[src/rtl/ifft_cp_insert_if.sv]
// Sample-stream bundle between the IFFT core, the cyclic-prefix stage and the interpolator.
// Input handshake: a sample transfers on a rising edge where in_valid=1 and in_ready=1.
// Output stream has no back-pressure. Downstream takes every out_valid=1 sample.
interface ifft_cp_insert_if #(
    parameter int DATA_WIDTH = 16
);
    logic                  in_valid;
    logic [DATA_WIDTH-1:0] in_real;
    logic [DATA_WIDTH-1:0] in_imag;
    logic                  in_ready;
    logic                  drop_err;
    logic                  out_valid;
    logic [DATA_WIDTH-1:0] out_real;
    logic [DATA_WIDTH-1:0] out_imag;
    logic                  sym_start;
    logic                  sym_end;

    modport master (
        output in_valid, in_real, in_imag,
        input  in_ready, drop_err, out_valid, out_real, out_imag, sym_start, sym_end
    );

    modport slave (
        input  in_valid, in_real, in_imag,
        output in_ready, drop_err, out_valid, out_real, out_imag, sym_start, sym_end
    );
endinterface

[src/rtl/ifft_cp_insert.sv]
// Cyclic-prefix insertion: buffers one N-sample IFFT symbol, then emits the last CP_LEN
// samples followed by the whole symbol as one gap-free burst.
module ifft_cp_insert #(
    parameter int DATA_WIDTH = 16,
    parameter int N          = 16,
    parameter int CP_LEN     = 4
) (
    input  logic                 clk,
    input  logic                 rst,
    ifft_cp_insert_if.slave      bus,
    output logic [1:0]           dbg_state
);
    localparam int AW    = (N > 1) ? $clog2(N) : 1;
    localparam int BURST = N + CP_LEN;
    localparam int RW    = $clog2(BURST);

    typedef enum logic [1:0] {
        IDLE = 2'd0,
        FILL = 2'd1,
        EMIT = 2'd2
    } state_t;

    state_t                state;
    logic [AW-1:0]         wr_cnt;
    logic [RW-1:0]         rd_cnt;
    logic [AW-1:0]         rd_addr;
    logic                  accept;
    logic [DATA_WIDTH-1:0] buf_re [N];
    logic [DATA_WIDTH-1:0] buf_im [N];

    assign accept    = bus.in_valid & bus.in_ready;
    assign dbg_state = state;

    // The prefix reads the tail of the symbol first. Then the read wraps to index 0.
    always_comb begin
        rd_addr = '0;
        if (rd_cnt < RW'(CP_LEN))
            rd_addr = AW'(rd_cnt + RW'(N - CP_LEN));
        else
            rd_addr = AW'(rd_cnt - RW'(CP_LEN));
    end

    always_ff @(posedge clk) begin
        if (accept) begin
            buf_re[wr_cnt] <= bus.in_real;
            buf_im[wr_cnt] <= bus.in_imag;
        end
    end

    always_ff @(posedge clk or negedge rst) begin
        if (!rst) begin
            state         <= IDLE;
            wr_cnt        <= '0;
            rd_cnt        <= '0;
            bus.in_ready  <= 1'b1;
            bus.drop_err  <= 1'b0;
            bus.out_valid <= 1'b0;
            bus.out_real  <= '0;
            bus.out_imag  <= '0;
            bus.sym_start <= 1'b0;
            bus.sym_end   <= 1'b0;
        end else begin
            bus.drop_err  <= bus.in_valid & ~bus.in_ready;
            bus.out_valid <= 1'b0;
            bus.out_real  <= '0;
            bus.out_imag  <= '0;
            bus.sym_start <= 1'b0;
            bus.sym_end   <= 1'b0;
            case (state)
                IDLE, FILL: begin
                    if (accept) begin
                        if (wr_cnt == AW'(N - 1)) begin
                            state        <= EMIT;
                            wr_cnt       <= '0;
                            rd_cnt       <= '0;
                            bus.in_ready <= 1'b0;
                        end else begin
                            state  <= FILL;
                            wr_cnt <= wr_cnt + 1'b1;
                        end
                    end
                end
                EMIT: begin
                    bus.out_valid <= 1'b1;
                    bus.out_real  <= buf_re[rd_addr];
                    bus.out_imag  <= buf_im[rd_addr];
                    bus.sym_start <= (rd_cnt == '0);
                    bus.sym_end   <= (rd_cnt == RW'(BURST - 1));
                    // The last read has now been issued, so the buffer can take the next symbol.
                    if (rd_cnt == RW'(BURST - 1)) begin
                        state        <= IDLE;
                        rd_cnt       <= '0;
                        bus.in_ready <= 1'b1;
                    end else begin
                        rd_cnt <= rd_cnt + 1'b1;
                    end
                end
                default: begin
                    state        <= IDLE;
                    bus.in_ready <= 1'b1;
                end
            endcase
        end
    end
endmodule
[src/flat_wrapper.sv]
// flat-port wrapper written by rule: the top's interface ports become plain ports
module ifft_cp_insert_flat 
#(
    parameter int DATA_WIDTH = 16,
    parameter int N          = 16,
    parameter int CP_LEN     = 4
)
  (clk, rst, dbg_state, bus_in_valid, bus_in_real, bus_in_imag, bus_in_ready, bus_drop_err, bus_out_valid, bus_out_real, bus_out_imag, bus_sym_start, bus_sym_end);
  ifft_cp_insert_if #(.DATA_WIDTH(DATA_WIDTH)) bus_i ();
  input  logic clk;
  input  logic rst;
  output logic [1:0] dbg_state;
  input wire logic [$bits(bus_i.in_valid)-1:0] bus_in_valid;
  input wire logic [$bits(bus_i.in_real)-1:0] bus_in_real;
  input wire logic [$bits(bus_i.in_imag)-1:0] bus_in_imag;
  output wire logic [$bits(bus_i.in_ready)-1:0] bus_in_ready;
  output wire logic [$bits(bus_i.drop_err)-1:0] bus_drop_err;
  output wire logic [$bits(bus_i.out_valid)-1:0] bus_out_valid;
  output wire logic [$bits(bus_i.out_real)-1:0] bus_out_real;
  output wire logic [$bits(bus_i.out_imag)-1:0] bus_out_imag;
  output wire logic [$bits(bus_i.sym_start)-1:0] bus_sym_start;
  output wire logic [$bits(bus_i.sym_end)-1:0] bus_sym_end;
  assign bus_i.in_valid = bus_in_valid;
  assign bus_i.in_real = bus_in_real;
  assign bus_i.in_imag = bus_in_imag;
  assign bus_in_ready = bus_i.in_ready;
  assign bus_drop_err = bus_i.drop_err;
  assign bus_out_valid = bus_i.out_valid;
  assign bus_out_real = bus_i.out_real;
  assign bus_out_imag = bus_i.out_imag;
  assign bus_sym_start = bus_i.sym_start;
  assign bus_sym_end = bus_i.sym_end;
  ifft_cp_insert #(.DATA_WIDTH(DATA_WIDTH), .N(N), .CP_LEN(CP_LEN)) u_core (.clk(clk), .rst(rst), .bus(bus_i), .dbg_state(dbg_state));
endmodule
[config.mk]
export PLATFORM = sky130hd
export DESIGN_NAME = ifft_cp_insert_flat
export DESIGN_NICKNAME = d
export VERILOG_FILES = /design/src/rtl/ifft_cp_insert_if.sv /design/src/rtl/ifft_cp_insert.sv /design/src/flat_wrapper.sv
export SDC_FILE = /design/constraint.sdc
export NUM_CORES = 1
export LEC_CHECK = 0
export CAP_MARGIN = 10
export CORE_AREA = 2 2 286 288
export DETAILED_ROUTE_END_ITERATION = 16
export DIE_AREA = 0 0 288 290
export DONT_BUFFER_PORTS = 1
export GPL_TIMING_DRIVEN = 0
export SYNTH_ARGS = -nofsm -noshare
export SYNTH_HDL_FRONTEND = slang
export SYNTH_SLANG_ARGS = --single-unit
export TNS_END_PERCENT = 1
[constraint.sdc]
create_clock -name clk -period 2.21 [get_ports clk]
set_clock_uncertainty 0.05 [all_clocks]
set_input_delay 0.1105 -clock clk [delete_from_list [all_inputs] [get_ports clk]]
set_output_delay 0.1105 -clock clk [all_outputs]
set_load 0.05 [all_outputs]
; ---- Word level (Yosys, flattened, before mapping)
; Memory sizes are Yosys's and may differ from the RTL's.
; Index checks and enable logic that the tools add are counted.
[word_totals]
regBits = 48
ramBits = 512
inputBits = 35
out_inout_bits = 39
wordCells = 56
memories = 2
[op_classes]
n_addsub = 4
order_cmp = 1
n_eq_ne = 7
n_mux = 21
n_bitwise = 3
n_reduce_logical = 8
[mem_list]
columns = memory, depth, word_bits, rd, rd_ports_with_merged_regs, write_ports, line
row1 = u_core.buf_im, 16, 16, 1, 0, 1, ifft_cp_insert.sv:29  ; logic [DATA_WIDTH-1:0] buf_im [N];
row2 = u_core.buf_re, 16, 16, 1, 0, 1, ifft_cp_insert.sv:28  ; logic [DATA_WIDTH-1:0] buf_re [N];
[op_table]
columns = operator, count
row1 = 16-bit 2-to-1 mux, 2
row2 = 5-bit 2-to-1 mux, 3
row3 = 5-bit one-hot mux with 2 select lines, 1
row4 = 1-bit 2-to-1 mux, 8
row5 = 4-bit 2-to-1 mux, 2
row6 = 2-bit 2-to-1 mux, 3
row7 = 2-bit by 1-bit inequality test with 1-bit output (second input constant), 3
row8 = 3-bit AND reduction, 2
row9 = 5-bit by 1-bit adder with 5-bit output (second input constant), 1
row10 = 5-bit == test (second input constant), 1
row11 = 5-bit logical NOT, 1
row12 = 5-bit by 3-bit < comparator with 1-bit output (second input constant), 1
row13 = 4-bit by 1-bit adder with 4-bit output (second input constant), 1
row14 = 4-bit adder (second input constant), 1
row15 = 4-bit == test (second input constant), 1
row16 = 2-bit one-hot mux with 2 select lines, 1
row17 = 2-bit AND reduction, 2
row18 = 4-bit by 3-bit subtractor with 4-bit output (second input constant), 1
row19 = 1-bit bitwise AND, 2
row20 = 2-bit by 1-bit == test with 1-bit output (second input constant), 1
row21 = 2-bit == test (second input constant), 1
row22 = 2-bit logical NOT, 1
row23 = 1-bit one-hot mux with 2 select lines, 1
row24 = 2-bit nonzero test, 1
row25 = other kinds (2), 2

; ---- Depth between registers and ports, before layout
; Gate-level depths: netlist (run 1).
[depth]
word_depth = 4
ltp_mapped = 7
ltp_nobuf = 6

; ---- Least setup slack after synthesis (run 1)
; OpenSTA, ideal clock, no wires.
[synth_timing]
kind = reg-to-reg
from = register u_core.bus.in_ready
to = memory u_core.buf_im[10][0] (enable)
setup_ps = 392
arrival_time_ps = 1973
path_slack_ps = -205
stages_incl_launch_ff = 4
n_path_buf = 0
synth_period_minus_slack_ps = 2415
cell_sequence = dfstp_2 -> nand2_1 -> nor3b_1 -> and2_1
[synth_between]
elab_chain_len = 3
[synth_rtl]
columns = element, line
row1 = start: declaration, ifft_cp_insert_if.sv:25  ; output in_ready, drop_err, out_valid, out_real, out_imag, sym_start, sym_end
row2 = start signal: assignment, ifft_cp_insert.sv:55  ; bus.in_ready <= 1'b1;
row3 = start signal: assignment, ifft_cp_insert.sv:76  ; bus.in_ready <= 1'b0;
row4 = start signal: assignment, ifft_cp_insert.sv:93  ; bus.in_ready <= 1'b1;
row5 = 1-bit bitwise AND, ifft_cp_insert.sv:31  ; assign accept = bus.in_valid & bus.in_ready;
row6 = 1-bit 2-to-1 mux, ifft_cp_insert.sv:44  ; if (accept) begin
row7 = 1-bit 2-to-1 mux (not written as such), ifft_cp_insert.sv:46  ; buf_im[wr_cnt] <= bus.in_imag;
row8 = end: declaration, ifft_cp_insert.sv:29
; Every way passes these cells.

; ---- Final worst setup path (run 1)
[layout_timing]
from = register u_core.state[0], in the netlist u_core.dbg_state[0]
to = register u_core.bus.out_imag[14]
[layout_between]
elab_chain_len = 2
[layout_rtl]
columns = element, line
row1 = start: declaration, ifft_cp_insert.sv:23  ; state_t state;
row2 = start signal: assignment, ifft_cp_insert.sv:52  ; state <= IDLE;
row3 = start signal: assignment, ifft_cp_insert.sv:73  ; state <= EMIT;
row4 = start signal: assignment, ifft_cp_insert.sv:78  ; state <= FILL;
row5 = 2-bit == test, ifft_cp_insert.sv:69  ; case (state)
row6 = 16-bit 2-to-1 mux, ifft_cp_insert.sv:69
row7 = end signal: assignment, ifft_cp_insert.sv:86  ; bus.out_imag <= buf_im[rd_addr];
row8 = end: declaration, ifft_cp_insert_if.sv:25
; Every way passes these cells.
; A chain may end at the register's enable or synchronous reset.

==> results of run 1 <==
-- flip-flops by register name, summed over array words and instances, names as in the netlist --
register and cells:
u_core.rd_cnt 5, u_core.bus.out_imag 16, u_core.wr_cnt 4, u_core.bus.drop_err 1, u_core.bus.out_valid 1, u_core.bus.sym_start 1, u_core.buf_re 256, u_core.buf_im 256
u_core.bus.out_real 16, u_core.dbg_state 2, u_core.bus.in_ready 1, u_core.bus.sym_end 1
-- how the worst max path moves through the flow --
stage	endpoint	cells after the start
global placement	u_core.buf_re[3][13]$_DFFE_PP_	3
detailed placement	u_core.buf_re[10][13]$_DFFE_PP_	3
finish	u_core.bus.out_imag[14]$_DFF_PN0_	5
CTS	u_core.bus.out_imag[15]$_DFF_PN0_	6
global route	u_core.bus.out_imag[15]$_DFF_PN0_	7
floorplan	u_core.buf_im[11][0]$_DFFE_PP_	3
-- cell type report --
type | count | share of cell area [%]
inverters | 9 | 0.1421
flip-flops and latches | 560 | 64.93
plain buffers | 64 | 1.734
clock buffers | 65 | 5.535
well taps | 1060 | 5.193
multi-input cells | 553 | 17.76
clock inverters | 37 | 1.367
repair buffers | 58 | 3.341
-- synth_stat cells (all sizes together) --
cell	number
a21oi	3
ha	8
and3b	1
buf	51
o21ai	38
mux2i	248
mux4	4
edfxtp	512
nand2b	1
a31oi	2
xnor2	1
or3	1
mux2	1
dfstp	1
o41ai	1
nor2b	4
nor2	4
a22oi	120
a211o	1
and2	16
and4	1
clkbuf	13
nand2	54
nor3b	2
o2111ai	4
nor3	4
dfrtp	47
a22o	2
nand3	30
inv	9
o31ai	1
-- cell families after synthesis --
group | count (synthesis) | synth area share [%]
xor gates and xnor gates | 1 | 0.04080
DFF | 560 | 77.20
adders and majority gates | 8 | 0.4662
buffers and inverters | 73 | 2.069
and+or+nand+nor | 118 | 2.622
AOI/OAI and AO/OA | 172 | 5.570
muxes | 253 | 12.03
-- per-layer routing --
| layer | track usage [%] | vias up |
|---|---|---|
| met5 | 0 | - |
| met2 | 22.18 | 363 |
| li1 | - | 4927 |
| met3 | 3.145 | 89 |
| met1 | 17.09 | 5750 |
| met4 | 3.324 | 6 |
-- worst reg2reg max path, stage by stage, from the launching register on --
cell and delay [ns]:
dfrtp_2 0.54, nand2b_2 0.29, inv_1 0.20, nand2_1 0.29
clkbuf_4 0.33, o21ai_1 0.34
-- report_power, final --
part	switching, mW	internal (mW)	leakage (nW)	total, mW
clock network	3.92	5.27	0.870	9.19
logic	1.68	1.05	1.85	2.73
registers	0.305	12.4	5.27	12.7
-- layout by cell type (no fill, tap or decap), types with 3 or more instances in the layout --
cell type,count
o21ai_1,31
and2_4,14
edfxtp_1,512
nor3_1,4
bufinv_16,6
buf_2,19
o21ai_0,6
clkinv_2,15
clkbuf_2,8
ha_1,8
clkinv_1,12
dfrtp_1,45
dlygate4sd3_1,34
buf_4,24
buf_12,17
a22oi_1,120
mux2i_1,248
clkbuf_4,4
buf_16,6
a21oi_1,3
clkbuf_16,55
nand2_1,53
nor2b_1,4
clkbuf_1,11
mux4_2,4
inv_1,8
buf_6,9
o2111ai_1,4
nand3_1,30
-- timing repair --
item	4_1_cts	5_1_grt
setup endpoints to repair	436	99
hold buffers	35	0
buffers inserted	8	0
hold endpoints to repair	567	0
pin swaps	7	0
gates resized for setup	37	17
cloned	1	0
-- stage by stage --
stage / instance area, µm² / util, %
2_1_floorplan: 21470 / -
3_3_place_gp: 22800 / 28.44
3_5_place_dp: 23160 / 28.89
4_1_cts: 25520 / 31.84
5_1_grt: 25540 / 31.87
6_report: 25540 / 31.87
==> flow_summary.toml, run 1 <==
[status]
status = "complete, no violations"

[worst_setup_path]
startpoint_type = "flop"
critPathArrivalTime_ns = 2.59
worstSetupStartpoint = "u_core.dbg_state[0]$_DFFE_PN0P_"
rr_worst_depth = 5
cp.required_ns = 2.64
crit_chain = "nand2b_2 > inv_1 > nand2_1 > clkbuf_4 > o21ai_1"
path_buf_inv = 2
critPathKind = "reg -> reg"
max_stage_delay_ns = 0.54
cp_slowest_cell = "dfrtp_2"
ff2ff_setup_slack_ns = 0.04
critical-path-top-delay-family = "simple AND/OR/NAND/NOR gates"
timing.rr.end = "u_core.bus.out_imag[14]$_DFF_PN0_"
end_kind = "flop"
worstPathMaxFanout = 10
r2r_start = "u_core.dbg_state[0]$_DFFE_PN0P_"

[synthesis]
syn-num-nets = 1228
syn-instance-count = 1185
ys_types = 35
synth_seq_cells = 560
synth_warnings = 0
synthTopCellsByArea = "edfxtp_1 72%, mux2i_1 12%, dfrtp_1 5.5%"
avgSynthCellArea_um2 = 18.12
yosysTopAreaCell = "edfxtp_1"
synthesis.area_um2 = 21470
synth_top_cell_area_share_pct = 71.60
ys_seq_area_share_pct = 77.20

[place]
dp.cells = 2260
preCtsSetupSlack_ns = -0.5357
routabilityCongestion = 0.7438
port_buffers = 0
hpwl_mm = 34.61

[hold_path]
hold_path_class = "in -> reg"
min_to = "u_core.buf_im[8][11]$_DFFE_PP_"
worstHoldPathCells = 3
hold_start = "bus_in_valid"

[routing]
via_per_inst = 4.628
wl_mm = 55.63
highest_layer = "met5"
ant_nets = 0
drt_pre_antenna_iters = 9
drc_errors = 0
drtIter0Drc = 1051
wl_met3_mm = 3.791
vias = 11135
wl_per_cell_um = 23.12
routedLengthMet1_mm = 23.15
dr_wl_met2_mm = 27.40

[timing]
hold_ws_ns = 0.02131
maxSlewHeadroom_pct = 58.94
final-hold-violation-count = 0
fmax_ghz = 0.4617
period_needed_ns = 2.166
fin_setup_tns_ns = 0
maxSlewViolCount = 0
setup_slack_ns = 0.04407
worst_pin_slew_ns = 0.6138
rsz0062_at_grt = "yes"
setup_violations = 0
fin_crit_sh_pct = 98.01

[final_layout]
num_antenna_cells = 0
fin_nets = 1343
multiInputGateArea_um2 = 4537
stdcell_count = 2406
regArea_um2 = 16580
nFillCells = 7750
drive_gt1_share_pct = 14.78
synthToLayoutAreaGrowth_pct = 18.95

[floorplan]
core_um2 = 80160
start_util_pct = 26.79
rows = 104
dieArea_um2 = 83520
die_h_um = 290
die_w_um = 288
pin_count = 74

[clock_network]
clockBufferDepth = 3
root_buffer = "clkbuf_16"
numCtsBuffers = 54
clock_latency_ns = 0.62
htree_levels = 2
cts_tree = "done"
clk_pin_slew_ns = 0.06
cts_sinks = 560

[run]
cap_violations = 0

[power]
p_per_area_nw_per_um2 = 963.9
leakagePower_nw = 7.990
power_mw = 24.62
vdd_ir_drop_max_v = 0.0005931

[global_route]
first_global_vias = 11272
grt_first_pass_wirelength_mm = 79.81
grt.overflow.total = 0
grt_usage_pct = 13.21
grt_start_max_net_pins = 49
antenna_found_initial = 3
Note: power is estimated with default switching activity, not from simulation.
==> run 2, diff against run 1 <==
RECOVER_POWER = 100   (was unset)
==> run 2 against run 1 <==
Effect of this change:
- the run now ends with max-capacitance violations, max-slew violations left
- non-clock buffer count unchanged
- cell count unchanged
- clock-buffer cell count unchanged
- register-to-register slack got worse by 0.03 ns
- setup slack lost 0.029 ns
- critical endpoint unchanged
- largest cell class unchanged
- highest routed layer unchanged
==> flow_summary.toml, run 2 (synthesized netlist as in run 1, its figures left out) <==
[place]
port_buffers = 0
routabilityCongestion = 0.7438
preCtsSetupSlack_ns = -0.5357
hpwl_mm = 34.61

[timing]
fin_crit_sh_pct = 99.31
period_needed_ns = 2.195
fmax_ghz = 0.4556
maxSlewViolCount = 49
maxSlewHeadroom_pct = -3.334
setup_slack_ns = 0.01516
setup_violations = 0
rsz0062_at_grt = "yes"
final-hold-violation-count = 0
worst_pin_slew_ns = 1.550

[clock_network]
htree_levels = 2
clk_pin_slew_ns = 0.06
clock_latency_ns = 0.62
cts_tree = "done"
root_buffer = "clkbuf_16"
cts_sinks = 560
clockBufferDepth = 3
numCtsBuffers = 54

[worst_setup_path]
ff2ff_setup_slack_ns = 0.02
rr_worst_depth = 6
end_kind = "flop"
crit_chain = "buf_2 > inv_1 > ha_1 > nand2_1 > clkbuf_4 > o21ai_1"
r2r_start = "u_core.rd_cnt[2]$_DFFE_PN0P_"
max_stage_delay_ns = 0.37
critPathArrivalTime_ns = 2.62
cp_slowest_cell = "dfrtp_1"
worstPathMaxFanout = 10
cp.required_ns = 2.64
startpoint_type = "flop"
critPathKind = "reg -> reg"
timing.rr.end = "u_core.bus.out_imag[14]$_DFF_PN0_"

[floorplan]
dieArea_um2 = 83520
die_w_um = 288
core_um2 = 80160
die_h_um = 290
pin_count = 74
start_util_pct = 26.79
rows = 104

[global_route]
antenna_found_initial = 3
grt_usage_pct = 13.21
first_global_vias = 11272
grt_start_max_net_pins = 49
grt_first_pass_wirelength_mm = 79.81
grt.overflow.total = 0

[routing]
drtIter0Drc = 984
via_per_inst = 4.645
wl_per_cell_um = 23.13
ant_nets = 0
drt_pre_antenna_iters = 5
wl_mm = 55.65
vias = 11176
drc_errors = 0

[hold_path]
worstHoldPathCells = 3
hold_path_class = "in -> reg"
hold_start = "bus_in_valid"
min_to = "u_core.buf_im[8][11]$_DFFE_PP_"

[run]
cap_violations = 1

[final_layout]
final_cell_mix = "512 x edfxtp_1, 248 x mux2i_1, 120 x a22oi_1"
fin_nets = 1343
synthToLayoutAreaGrowth_pct = 18.05
drive_gt1_share_pct = 14.56
num_antenna_cells = 0
layout_commonest_cell = "edfxtp_1"
reg_top3 = "u_core.buf_im x256, u_core.buf_re x256"

[status]
status = "finished, violations left"
violations = "max-capacitance violations, max-slew violations"

[power]
power_mw = 24.51
leakagePower_nw = 7.931
vdd_ir_drop_max_v = 0.0005889
p_per_area_nw_per_um2 = 966.9
-- run 2: cell count changes in the layout (fill, tap and decap cells not counted), sizes merged --
cell / previous run / this run
clkbuf: 78 / 83
buf: 75 / 70
-- run 2: cell type report --
type / count / area, µm²
repair buffers: 58 / 671.9
fillers: 7780 / 54810
well taps: 1060 / 1326
inverters: 9 / 36.28
flip-flops and latches: 560 / 16580
clock buffers: 65 / 1414
clock inverters: 37 / 349.1
multi-input cells: 553 / 4528
plain buffers: 64 / 439.2
-- run 2: report_power, final --
part / switching (mW) / leakage, nW / internal (mW) / total, mW
clock network: 3.93 / 0.870 / 5.27 / 9.20
logic: 1.66 / 1.79 / 0.949 / 2.61
registers: 0.304 / 5.27 / 12.4 / 12.7
-- run 2: worst max-delay path, delay by kind of cell, from the launching register on --
kind	cells	cell delay, ns
buffers and inverters	3	0.72
AOI/OAI and AO/OA	1	0.34
DFF	1	0.37
adders and majority gates	1	0.32
and+or+nand+nor	1	0.26
-- run 2: worst max-delay path by stage --
stage	to	from	depth (start not counted)	slack [ns]
floorplan	u_core.buf_im[11][0]$_DFFE_PP_	u_core.bus.in_ready$_DFFE_PN1P_	3	-0.20
global placement	u_core.buf_re[3][13]$_DFFE_PP_	u_core.bus.in_ready$_DFFE_PN1P_	3	-1.31
global route	u_core.bus.out_imag[15]$_DFF_PN0_	u_core.rd_cnt[2]$_DFFE_PN0P_	7	-0.004
finish	u_core.bus.out_imag[14]$_DFF_PN0_	u_core.rd_cnt[2]$_DFFE_PN0P_	6	0.02
CTS	u_core.bus.out_imag[15]$_DFF_PN0_	u_core.rd_cnt[1]$_DFFE_PN0P_	6	-0.02
detailed placement	u_core.buf_re[10][13]$_DFFE_PP_	u_core.bus.in_ready$_DFFE_PN1P_	3	-0.54
-- run 2: metal layers --
metal | vias up | track usage [%] | part of all wire (%)
met5 | - | 0 | 0.079
met4 | 6 | 3.324 | 2.0
met3 | 82 | 3.145 | 6.9
met2 | 385 | 22.18 | 50
met1 | 5775 | 17.09 | 41
li1 | 4928 | - | -
-- run 2: timing repair --
action	CTS	global route
pin swaps	7	0
gates cloned	1	0
setup buffers	8	0
hold buffers	35	0
gates resized for setup	37	17
hold endpoints to repair	567	0
setup endpoints to repair	436	99
-- run 2: metrics by stage --
step                      setup TNS, ns  area (µm²)  hold slack [ns]  utilization, %  cells
after detailed placement        -103.67       23160          -0.2340           28.89   2260
after floorplan                  -67.10       21470          -0.2351               -   1185
after global placement          -591.58       22800          -0.2336           28.44   2245
final                                 0       25350          0.02003           31.62   2406
after CTS                      -0.01544       25520          0.04406           31.84   2406
after global routing          -0.007639       25350         0.006349           31.62   2406
